`src/rtl/multicycle_ctrl.sv`:
```
// Main control FSM for the multicycle MIPS datapath: sequences fetch, decode,
// execute, memory and writeback, stalls on mem_ready and counts retirements.
module multicycle_ctrl #(
   parameter int unsigned CNT_W = 32
) (
   input  logic             clk,
   input  logic             rst,
   input  logic [5:0]       opcode,
   input  logic [5:0]       funct,
   input  logic             zero,
   input  logic             mem_ready,
   output logic             pcen,
   output logic [1:0]       pcsource,
   output logic             iord,
   output logic             memread,
   output logic             memwrite,
   output logic             irwrite,
   output logic             memtoreg,
   output logic             regwrite,
   output logic             regdst,
   output logic             alusrca,
   output logic [1:0]       alusrcb,
   output logic [1:0]       aluop,
   output logic             retire,
   output logic             illegal,
   output logic [CNT_W-1:0] instret,
   output logic [3:0]       state
);

   typedef enum logic [3:0] {
      StFetch  = 4'd0,
      StDecode = 4'd1,
      StMemAdr = 4'd2,
      StMemRd  = 4'd3,
      StMemWb  = 4'd4,
      StMemWr  = 4'd5,
      StRex    = 4'd6,
      StRwb    = 4'd7,
      StBranch = 4'd8,
      StJump   = 4'd9,
      StIex    = 4'd10,
      StIwb    = 4'd11
   } state_e;

   localparam logic [5:0] OpRtype = 6'h00;
   localparam logic [5:0] OpLw    = 6'h23;
   localparam logic [5:0] OpSw    = 6'h2B;
   localparam logic [5:0] OpBeq   = 6'h04;
   localparam logic [5:0] OpJ     = 6'h02;
   localparam logic [5:0] OpAddi  = 6'h08;

   state_e           state_q, state_d;
   logic [CNT_W-1:0] instret_q;
   logic             is_legal;

   // funct only matters to the ALU decoder, which sees it when aluop is 10
   logic unused_funct;
   assign unused_funct = ^funct;

   assign is_legal = opcode inside {OpRtype, OpLw, OpSw, OpBeq, OpJ, OpAddi};
   assign state    = state_q;
   assign instret  = instret_q;

   // State register
   always_ff @(posedge clk) begin
      if (rst) begin
         state_q <= StFetch;
      end else begin
         state_q <= state_d;
      end
   end

   // Next-state logic; unused encodings 12-15 fall back to fetch
   always_comb begin
      state_d = StFetch;
      case (state_q)
         StFetch:  state_d = mem_ready ? StDecode : StFetch;
         StDecode: begin
            case (opcode)
               OpLw, OpSw: state_d = StMemAdr;
               OpRtype:    state_d = StRex;
               OpBeq:      state_d = StBranch;
               OpJ:        state_d = StJump;
               OpAddi:     state_d = StIex;
               default:    state_d = StFetch;
            endcase
         end
         StMemAdr: state_d = (opcode == OpSw) ? StMemWr : StMemRd;
         StMemRd:  state_d = mem_ready ? StMemWb : StMemRd;
         StMemWr:  state_d = mem_ready ? StFetch : StMemWr;
         StRex:    state_d = StRwb;
         StIex:    state_d = StIwb;
         default:  state_d = StFetch;
      endcase
   end

   // Moore control decode, all forced low while reset is held
   always_comb begin
      pcen     = 1'b0;
      pcsource = 2'b00;
      iord     = 1'b0;
      memread  = 1'b0;
      memwrite = 1'b0;
      irwrite  = 1'b0;
      memtoreg = 1'b0;
      regwrite = 1'b0;
      regdst   = 1'b0;
      alusrca  = 1'b0;
      alusrcb  = 2'b00;
      aluop    = 2'b00;
      retire   = 1'b0;
      illegal  = 1'b0;
      if (!rst) begin
         case (state_q)
            StFetch: begin
               memread = 1'b1;
               alusrcb = 2'b01;
               irwrite = mem_ready;
               pcen    = mem_ready;
            end
            StDecode: begin
               alusrcb = 2'b11;
               illegal = ~is_legal;
            end
            StMemAdr: begin
               alusrca = 1'b1;
               alusrcb = 2'b10;
            end
            StMemRd: begin
               memread = 1'b1;
               iord    = 1'b1;
            end
            StMemWb: begin
               regwrite = 1'b1;
               memtoreg = 1'b1;
               retire   = 1'b1;
            end
            StMemWr: begin
               memwrite = 1'b1;
               iord     = 1'b1;
               retire   = mem_ready;
            end
            StRex: begin
               alusrca = 1'b1;
               aluop   = 2'b10;
            end
            StRwb: begin
               regwrite = 1'b1;
               regdst   = 1'b1;
               retire   = 1'b1;
            end
            StBranch: begin
               alusrca  = 1'b1;
               aluop    = 2'b01;
               pcsource = 2'b01;
               pcen     = zero;
               retire   = 1'b1;
            end
            StJump: begin
               pcsource = 2'b10;
               pcen     = 1'b1;
               retire   = 1'b1;
            end
            StIex: begin
               alusrca = 1'b1;
               alusrcb = 2'b10;
            end
            StIwb: begin
               regwrite = 1'b1;
               retire   = 1'b1;
            end
            default: ;
         endcase
      end
   end

   // Retired-instruction counter, wraps naturally at 2^CNT_W
   always_ff @(posedge clk) begin
      if (rst) begin
         instret_q <= '0;
      end else if (retire) begin
         instret_q <= instret_q + CNT_W'(1);
      end
   end

endmodule
```
`config.mk`:
```
export PLATFORM = sky130hd
export DESIGN_NAME = multicycle_ctrl
export DESIGN_NICKNAME = d
export VERILOG_FILES = /design/src/rtl/multicycle_ctrl.sv
export SDC_FILE = /design/constraint.sdc
export NUM_CORES = 1
export LEC_CHECK = 0
export BUFFER_PORTS_ARGS = -buffer_cell sky130_fd_sc_hd__buf_4
export CORE_UTILIZATION = 24
export CTS_CLUSTER_DIAMETER = 200
export DETAILED_ROUTE_END_ITERATION = 6
export GPL_ROUTABILITY_DRIVEN = 0
export PLACE_DENSITY = 0.41
export SLEW_MARGIN = 20
export SYNTH_ARGS = -nofsm -noshare
export SYNTH_HDL_FRONTEND = slang
export SYNTH_SLANG_ARGS = --single-unit
```
`constraint.sdc`:
```
create_clock -name clk -period 2.1 [get_ports clk]
set_clock_uncertainty 0.15 [all_clocks]
set_input_delay 0.105 -clock clk [delete_from_list [all_inputs] [get_ports clk]]
set_output_delay 0.105 -clock clk [all_outputs]
set_load 0.005 [all_outputs]
```
=== After elaboration in Yosys (flattened, before gate mapping) ===
Cells that the tools add are included.

* Flip-flop bits (word level): 36
* Logic and storage cells: 64
* Output and inout port bits: 53

* Reduce and logical (&&, ||, !) cells: 10
* Equal/unequal tests: 16
* Bitwise operators: 1
* Muxes and demuxes: 34
* $add $sub $neg: 1

{| class="wikitable"
|+ Operators with widths
! operator !! number
|-
| $add A32 B1 Y32 const B || 1
|-
| $pmux W4 S7 || 1
|-
| $mux W1 || 21
|-
| $pmux W4 S5 || 1
|-
| $eq A4 B3 Y1 const B || 4
|-
| $eq A4 B4 Y1 const B || 4
|-
| $eq A6 B6 Y1 const B || 2
|-
| $mux W3 || 3
|-
| $eq A4 B2 Y1 const B || 2
|-
| $pmux W2 S2 || 2
|-
| $reduce_or A2 Y1 || 4
|-
| $eq A6 B2 Y1 const B || 1
|-
| $eq A6 B3 Y1 const B || 1
|-
| $eq A6 B4 Y1 const B || 1
|-
| $logic_not A6 Y1 || 1
|-
| $mux W2 || 3
|-
| $pmux W2 S3 || 1
|-
| $reduce_bool A6 Y1 || 1
|-
| $reduce_or A5 Y1 || 1
|-
| $eq A4 B1 Y1 const B || 1
|-
| $logic_not A4 Y1 || 1
|-
| $reduce_or A4 Y1 || 1
|-
| $pmux W1 S3 || 1
|-
| $reduce_or A3 Y1 || 1
|-
| other kinds (2) || 2
|}

=== Longest topological paths before layout ===
Gate-level depths: netlist of the first run.

* Word-level depth: 5
* Gate-level depth with buffers: 8
* Depth with buffers taken out: 6

=== Worst setup path after synthesis of the first run ===
Ideal clock, no wire load.

* Kind: flip-flop to flip-flop
* Start: reg state_q[2], in the netlist state[2]
* End: reg instret_q[29], in the netlist instret[29]
* Arrival time: 1.565 ns
* Cell stages (with the launch flop): 9
* Path slack: 0.258 ns
* Clock period less this slack: 1.842 ns
* Library setup time: 0.128 ns
* Cell sequence: dfxtp_1 buf_6 nor4bb_4 a2111oi_4 buf_6 buf_4 nand4_1 xnor2_1 nor2_1

* Longest elaborated chain between the ends: 4
* Elaborated cells on any way between the ends: 9
* Those cells by class: 6 x eq/ne; 2 x mux; 1 x reduce/logical

{| class="wikitable"
|+ Ends and longest elaborated chain
! element !! RTL line !! text
|-
| from (decl) || 52 || <nowiki>state_e state_q, state_d;</nowiki>
|-
| from (signal assigned) || 67 || <nowiki>state_q <= StFetch;</nowiki>
|-
| from (signal assigned) || 69 || <nowiki>state_q <= state_d;</nowiki>
|-
| $eq A4 B4 Y1 or $eq A4 B3 Y1 (tied branches) || 114 || <nowiki>case (state_q)</nowiki>
|-
| $reduce_or A5 Y1 (no source line) || -- ||
|-
| $pmux W1 S2 * || 114 ||
|-
| $mux W1 * || 113 || <nowiki>if (!rst) begin</nowiki>
|-
| to (signal assigned) || 182 || <nowiki>instret_q <= instret_q + CNT_W'(1);</nowiki>
|-
| to (decl) || 53 || <nowiki>logic [CNT_W-1:0] instret_q;</nowiki>
|}

Mark *: on every way between the ends. The rest lies on a longest branch, timed or not.
A chain may end at the register's enable or synchronous reset.

=== Final worst setup path of the first run ===
* Start: reg state_q[2], in the netlist state[2]
* End: out illegal

* Longest elaborated chain between the ends: 3

{| class="wikitable"
|+ Ends and longest elaborated chain
! element !! RTL line !! text
|-
| $eq A4 B1 Y1 || 114 ||
|-
| $mux W1 || 114 ||
|-
| $mux W1 || 113 ||
|-
| to (decl) || 25 || <nowiki>output logic illegal,</nowiki>
|}

No other way between the ends.

==> results of run 1 <==
## state kept, by name (all words and copies together), names as in the netlist
| signal | count |
|---|---|
| instret | 32 |
| state | 4 |
## kinds of logic after synthesis
group / after synthesis / share of synthesized area
AOI/OAI and AO/OA: 31 / 0.105
xor gates and xnor gates: 30 / 0.128
adders and majority gates: 1 / 0.00607
buffers and inverters: 19 / 0.0467
DFF: 36 / 0.350
muxes: 2 / 0.00972
and+or+nand+nor: 138 / 0.355
## cells in the mapped netlist, drive strengths merged
cell type | number | area [sq um]
a2111o | 1 | 11.3
a2111oi | 3 | 45.1
a211oi | 1 | 7.51
a21oi | 9 | 45.0
a22oi | 1 | 7.51
a31oi | 3 | 18.8
and2 | 4 | 25.0
and3 | 7 | 43.8
and4 | 1 | 8.76
buf | 7 | 51.3
clkbuf | 8 | 30.0
dfxtp | 36 | 721
ha | 1 | 12.5
inv | 4 | 15.0
mux2i | 2 | 20.0
nand2 | 9 | 33.8
nand2b | 2 | 12.5
nand3 | 13 | 65.1
nand4 | 24 | 150
nor2 | 49 | 184
nor2b | 4 | 25.0
nor3 | 12 | 76.3
nor3b | 1 | 7.51
nor4 | 3 | 18.8
nor4b | 1 | 8.76
nor4bb | 1 | 25.0
o2111ai | 1 | 8.76
o21a | 1 | 7.51
o21ai | 8 | 40.0
o21bai | 1 | 7.51
o22a | 1 | 8.76
o32ai | 1 | 8.76
or2 | 1 | 6.26
or3 | 4 | 25.0
or3b | 1 | 8.76
or4 | 1 | 7.51
xnor2 | 3 | 26.3
xor2 | 27 | 236
## what timing repair did
| item | CTS | global route |
|---|---|---|
| setup endpoints to repair | 3 | 4 |
| gates resized for setup | 4 | 5 |
| pin swaps | 0 | 1 |
| endpoints found under the hold margin | 1 | 0 |
| hold buffers | 1 | 0 |
## per-stage QoR
stage	instance area, sq um	total power [uW]
final	2880	1330
after global routing	2880	1390
after CTS	2860	1360
after detailed placement	2750	802
after global placement	2750	802
after floorplan	2060	752
## final cells by class
class,instances,share of cell area
clock buffers,7,0.0334
inverters,4,0.00521
multi-input cells,202,0.437
flip-flops and latches,36,0.251
well taps,105,0.0456
repair buffers,84,0.228
## report_power, final
| part | leakage (uW) | switching (uW) | internal [uW] | total [uW] |
|---|---|---|---|---|
| Clock | 0.0000503 | 250 | 292 | 542 |
| Sequential | 0.000291 | 2.18 | 684 | 686 |
| Combinational | 0.000837 | 56.4 | 48.2 | 105 |
## layer usage
layer	part of all wire	vias up
met3	0.035	4
met4	0.0082	0
met1	0.49	946
li1	-	1065
met5	0	-
met2	0.47	34
## worst max-delay path: stages (launching register included)
cell and delay [ps]:
dfxtp_2 350, buf_6 160, or3_4 430, a2111o_1 350
nor2_1 90, buf_4 110
## worst max path at each step
stage | slack, ps | start | endpoint
4_1_cts | 2 | state[0] | pcen
5_1_grt | 4 | instret[7] | instret[30]
2_1_floorplan | 260 | state[2] | instret[29]
3_3_place_gp | 130 | state[3] | instret[18]
6_report | 60 | state[2] | illegal
3_5_place_dp | 100 | state[3] | instret[18]
==> out/qor.csv, run 1 <==
metric,value,unit
final_cells,438,
maxCapViolCount,0,
grt_use_met2,0.207,
synth-seq-cells,36,
synth_cell_types,44,
power_leakage,0.00118,uW
cts_setup_buffers,0,
netlist_area,2060,sq um
wire_per_inst,13.3,um
track_usage,0.133,
port_buffers,62,
drc,0,
clk_latency,290,ps
yosysWarnings,0,
worstPathRequired,1850,ps
fill_cells,910,
cp-end-kind,output port,
nNetsFinal,350,
num_rows,33,
setup-violations-final,0,
cts_tree,done,
busiest_layer,met2,
antenna_found_initial,0,
ant_nets,0,
die_w,94.7,um
clockRootBuffer,clkbuf_8,
start_kind,flip-flop,
htreeDepth,2,
rsz0062_at_grt,false,
final_core_util,0.349,
ff_latch_area,723,sq um
cts.sinks,36,
routed_wl,5820,um
rr_worst_depth,6,
multiInputGateArea,1260,sq um
clk_pin_slew,70,ps
arrival,1780,ps
worstHoldStart,opcode[2],
critPathKind,flip-flop to output port,
rr_endpoint,instret[31],
peakVddDrop,0.000261,V
drv_slew,0,
ioPinCount,69,
route.vias.total,2049,
via_per_inst,4.68,
finalHoldViolCount,0,
drive_gt1_frac,0.300,
start_util,0.250,
grt_pass1_wl,9300,um
grt_pass1_vias,1887,
syn_to_final_growth,39.9,%
die_h,94.7,um
reg2reg_from,state[1],
clockBufferDepth,2,
hold-path-cell-count,4,
synth_nets,274,
dieArea,8960,sq um
post-place-cells,430,
crit_path_max_fanout,16,
hold_ws,10.6,ps
status,finished clean,
slew_headroom,0.706,
core,8260,sq um
r2r_slack,150,ps
drt-pass1-iter-count,4,
ys_seq_area_frac,0.350,
numCtsBuffers,5,
hold_class,input port to flip-flop,
hold_end,state[1],
drt_iter0_drc,66,
grt_remaining_overflow,0,
n_antenna_cell,0,
setup-tns-final,0,ps
syn_area_per_cell,8.02,sq um
fin_crit,2040,ps
tightestPinTransition,441,ps
power.density,462,nW/um^2
met3_usage,0.0346,
grt_use_met1,0.181,
grt_max_degree,40,
fmax,490,MHz
layout_commonest_cell,buf_4,
fin_crit_sh,0.971,
layout_common_cells,"buf_4, nor2_1, dfxtp_1",
dp_slack,95.2,ps
layout_setup_ws,60.2,ps
hpwlAfterDp,4070,um
synthCells,257,
Power figures use the tool's default switching activity.
==> run 2, diff against run 1 <==
--- a/config.mk
+++ b/config.mk
@@ -6,11 +6,13 @@
 export NUM_CORES = 1
 export LEC_CHECK = 0
 export BUFFER_PORTS_ARGS = -buffer_cell sky130_fd_sc_hd__buf_4
+export CELL_PAD_IN_SITES_DETAIL_PLACEMENT = 1
+export CELL_PAD_IN_SITES_GLOBAL_PLACEMENT = 1
 export CORE_UTILIZATION = 24
 export CTS_CLUSTER_DIAMETER = 200
 export DETAILED_ROUTE_END_ITERATION = 6
 export GPL_ROUTABILITY_DRIVEN = 0
-export PLACE_DENSITY = 0.41
+export PLACE_DENSITY = 0.54
 export SLEW_MARGIN = 20
 export SYNTH_ARGS = -nofsm -noshare
 export SYNTH_HDL_FRONTEND = slang
==> out/qor.csv, run 2 (synthesis gave the netlist of run 1 again) <==
metric,value,unit,change
reg2reg_from,state[2],,was state[1]
cts_tree,done,,unchanged
crit_path_max_fanout,5,,was 16
power_leakage,0.00120,uW,was 0.00118 uW
route.vias.total,2140,,was 2049
slew_headroom,0.689,,was 0.706
grt_pass1_vias,2045,,was 1887
drt_iter0_drc,53,,was 66
peakVddDrop,0.000263,V,was 0.000261 V
rsz0062_at_grt,true,,was false
rr_endpoint,instret[31],,unchanged
hold_ws,17.4,ps,was 10.6 ps
drt-pass1-iter-count,4,,unchanged
grt_pass1_wl,9920,um,was 9300 um
die_w,94.7,um,unchanged
htreeDepth,2,,unchanged
via_per_inst,4.82,,was 4.68
nNetsFinal,355,,was 350
cpMaxStageDelayCell,or3_4,,unchanged
wire_per_inst,13.6,um,was 13.3 um
clk_latency,280,ps,was 290 ps
n_antenna_cell,0,,unchanged
slowest_delay,400,ps,was 430 ps
hold_end,state[1],,unchanged
grt_remaining_overflow,0,,unchanged
clk_pin_slew,70,ps,about the same
routed_wl,6050,um,was 5820 um
clockRootBuffer,clkbuf_8,,unchanged
total_power,1310,uW,was 1330 uW
status,finished clean,,unchanged
fin_crit_sh,0.953,,was 0.971
drv_slew,0,,unchanged
drc,0,,unchanged
r2r_slack,200,ps,was 150 ps
tightestPinTransition,466,ps,was 441 ps
ant_nets,0,,unchanged
cts.sinks,36,,unchanged
setup-violations-final,0,,unchanged
crit_top_cell,buf_4,,
port_buffers,62,,unchanged
hold_buffers,0,,was 1
core,8260,sq um,unchanged
rr_worst_depth,7,,was 6
power.density,449,nW/um^2,was 462 nW/um^2
num_rows,33,,unchanged
hold-path-cell-count,4,,unchanged
hold_class,input port to flip-flop,,unchanged
worstPathRequired,1850,ps,about the same
final_core_util,0.352,,was 0.349
largest_reg_flops,32,,unchanged
drive_gt1_frac,0.310,,was 0.300
hpwlAfterDp,4480,um,was 4070 um
fill_cells,1012,,was 910
fin_crit,2000,ps,was 2040 ps
start_util,0.250,,unchanged
cp-end-kind,output port,,unchanged
maxCapViolCount,0,,unchanged
path_delay_family,simple AND/OR/NAND/NOR gates,,unchanged
crit_chain,buf_4 -> or3_4 -> a2111o_1 -> nor2_1 -> buf_4,,was buf_6 -> or3_4 -> a2111o_1 -> nor2_1 -> buf_4
numCtsBuffers,5,,unchanged
worstHoldStart,opcode[4],,was opcode[2]
track_usage,0.138,,was 0.133
cp_num_buf_inv,2,,unchanged
finalHoldViolCount,0,,unchanged
critPathKind,flip-flop to output port,,unchanged
die_h,94.7,um,unchanged
ff_latch_area,723,sq um,unchanged
dieArea,8960,sq um,unchanged
antenna_found_initial,0,,unchanged
start_kind,flip-flop,,unchanged
dp_slack,105,ps,was 95.2 ps
grt_max_degree,42,,was 40
syn_to_final_growth,41.2,%,was 39.9%
multiInputGateArea,1270,sq um,was 1260 sq um
arrival,1750,ps,was 1780 ps
cp_num_cells,5,,unchanged
clockBufferDepth,2,,unchanged
layout_setup_ws,98.1,ps,was 60.2 ps
layout_commonest_cell,buf_4,,unchanged
layout_common_cells,"buf_4, nor2_1, dfxtp_1",,unchanged
ioPinCount,69,,unchanged
fmax,500,MHz,was 490 MHz
-- run 2: timing repair --
action	in CTS	in global routing
endpoints found under the setup margin	4	5
pin swaps	1	3
setup buffers	0	7
gates resized for setup	5	4
-- run 2: cell type report --
class | instances | share of cell area
clock inverter | 1 | 0.00258
tap | 105 | 0.0452
sequential | 36 | 0.249
inverter | 4 | 0.00516
timing repair buffer | 89 | 0.232
multi-input combinational | 202 | 0.437
clock buffer | 7 | 0.0297
-- run 2: power by group --
part	internal (uW)	switching, uW
Clock	267	247
Combinational	50.2	58.0
Sequential	684	1.67
Total	1000	306
-- run 2: routing by layer --
metal,GRT usage,up-vias,part of all wire
li1,-,1076,-
met1,0.182,1023,0.47
met2,0.231,34,0.48
met3,0.0266,7,0.038
met4,0.0341,0,0.0099
met5,0,-,0
-- run 2: worst max-delay path by stage --
stage,startpoint,to,slack (ps)
floorplan,state[2],instret[29],260
detailed placement,instret[4],instret[30],100
finish,state[3],illegal,100
CTS,state[3],retire,-30
global placement,state[2],instret[31],150
global route,state[0],retire,-6
-- run 2: worst reg2reg max path: cells and delay by family (launching register included) --
family | cells | cell delay (ps)
AND/OR/NAND/NOR | 3 | 540
AO/OA/AOI/OAI | 2 | 470
flip-flops | 1 | 380
buffers and inverters | 2 | 310
-- run 2: through the flow --
| step | instances | area [sq um] | setup TNS (ps) |
|---|---|---|---|
| global route | 444 | 2910 | -5.63 |
| finish | 444 | 2910 | 0 |
| floorplan | 257 | 2060 | 0 |
| detailed placement | 429 | 2730 | 0 |
| CTS | 437 | 2840 | -33.5 |
| global placement | 429 | 2730 | 0 |
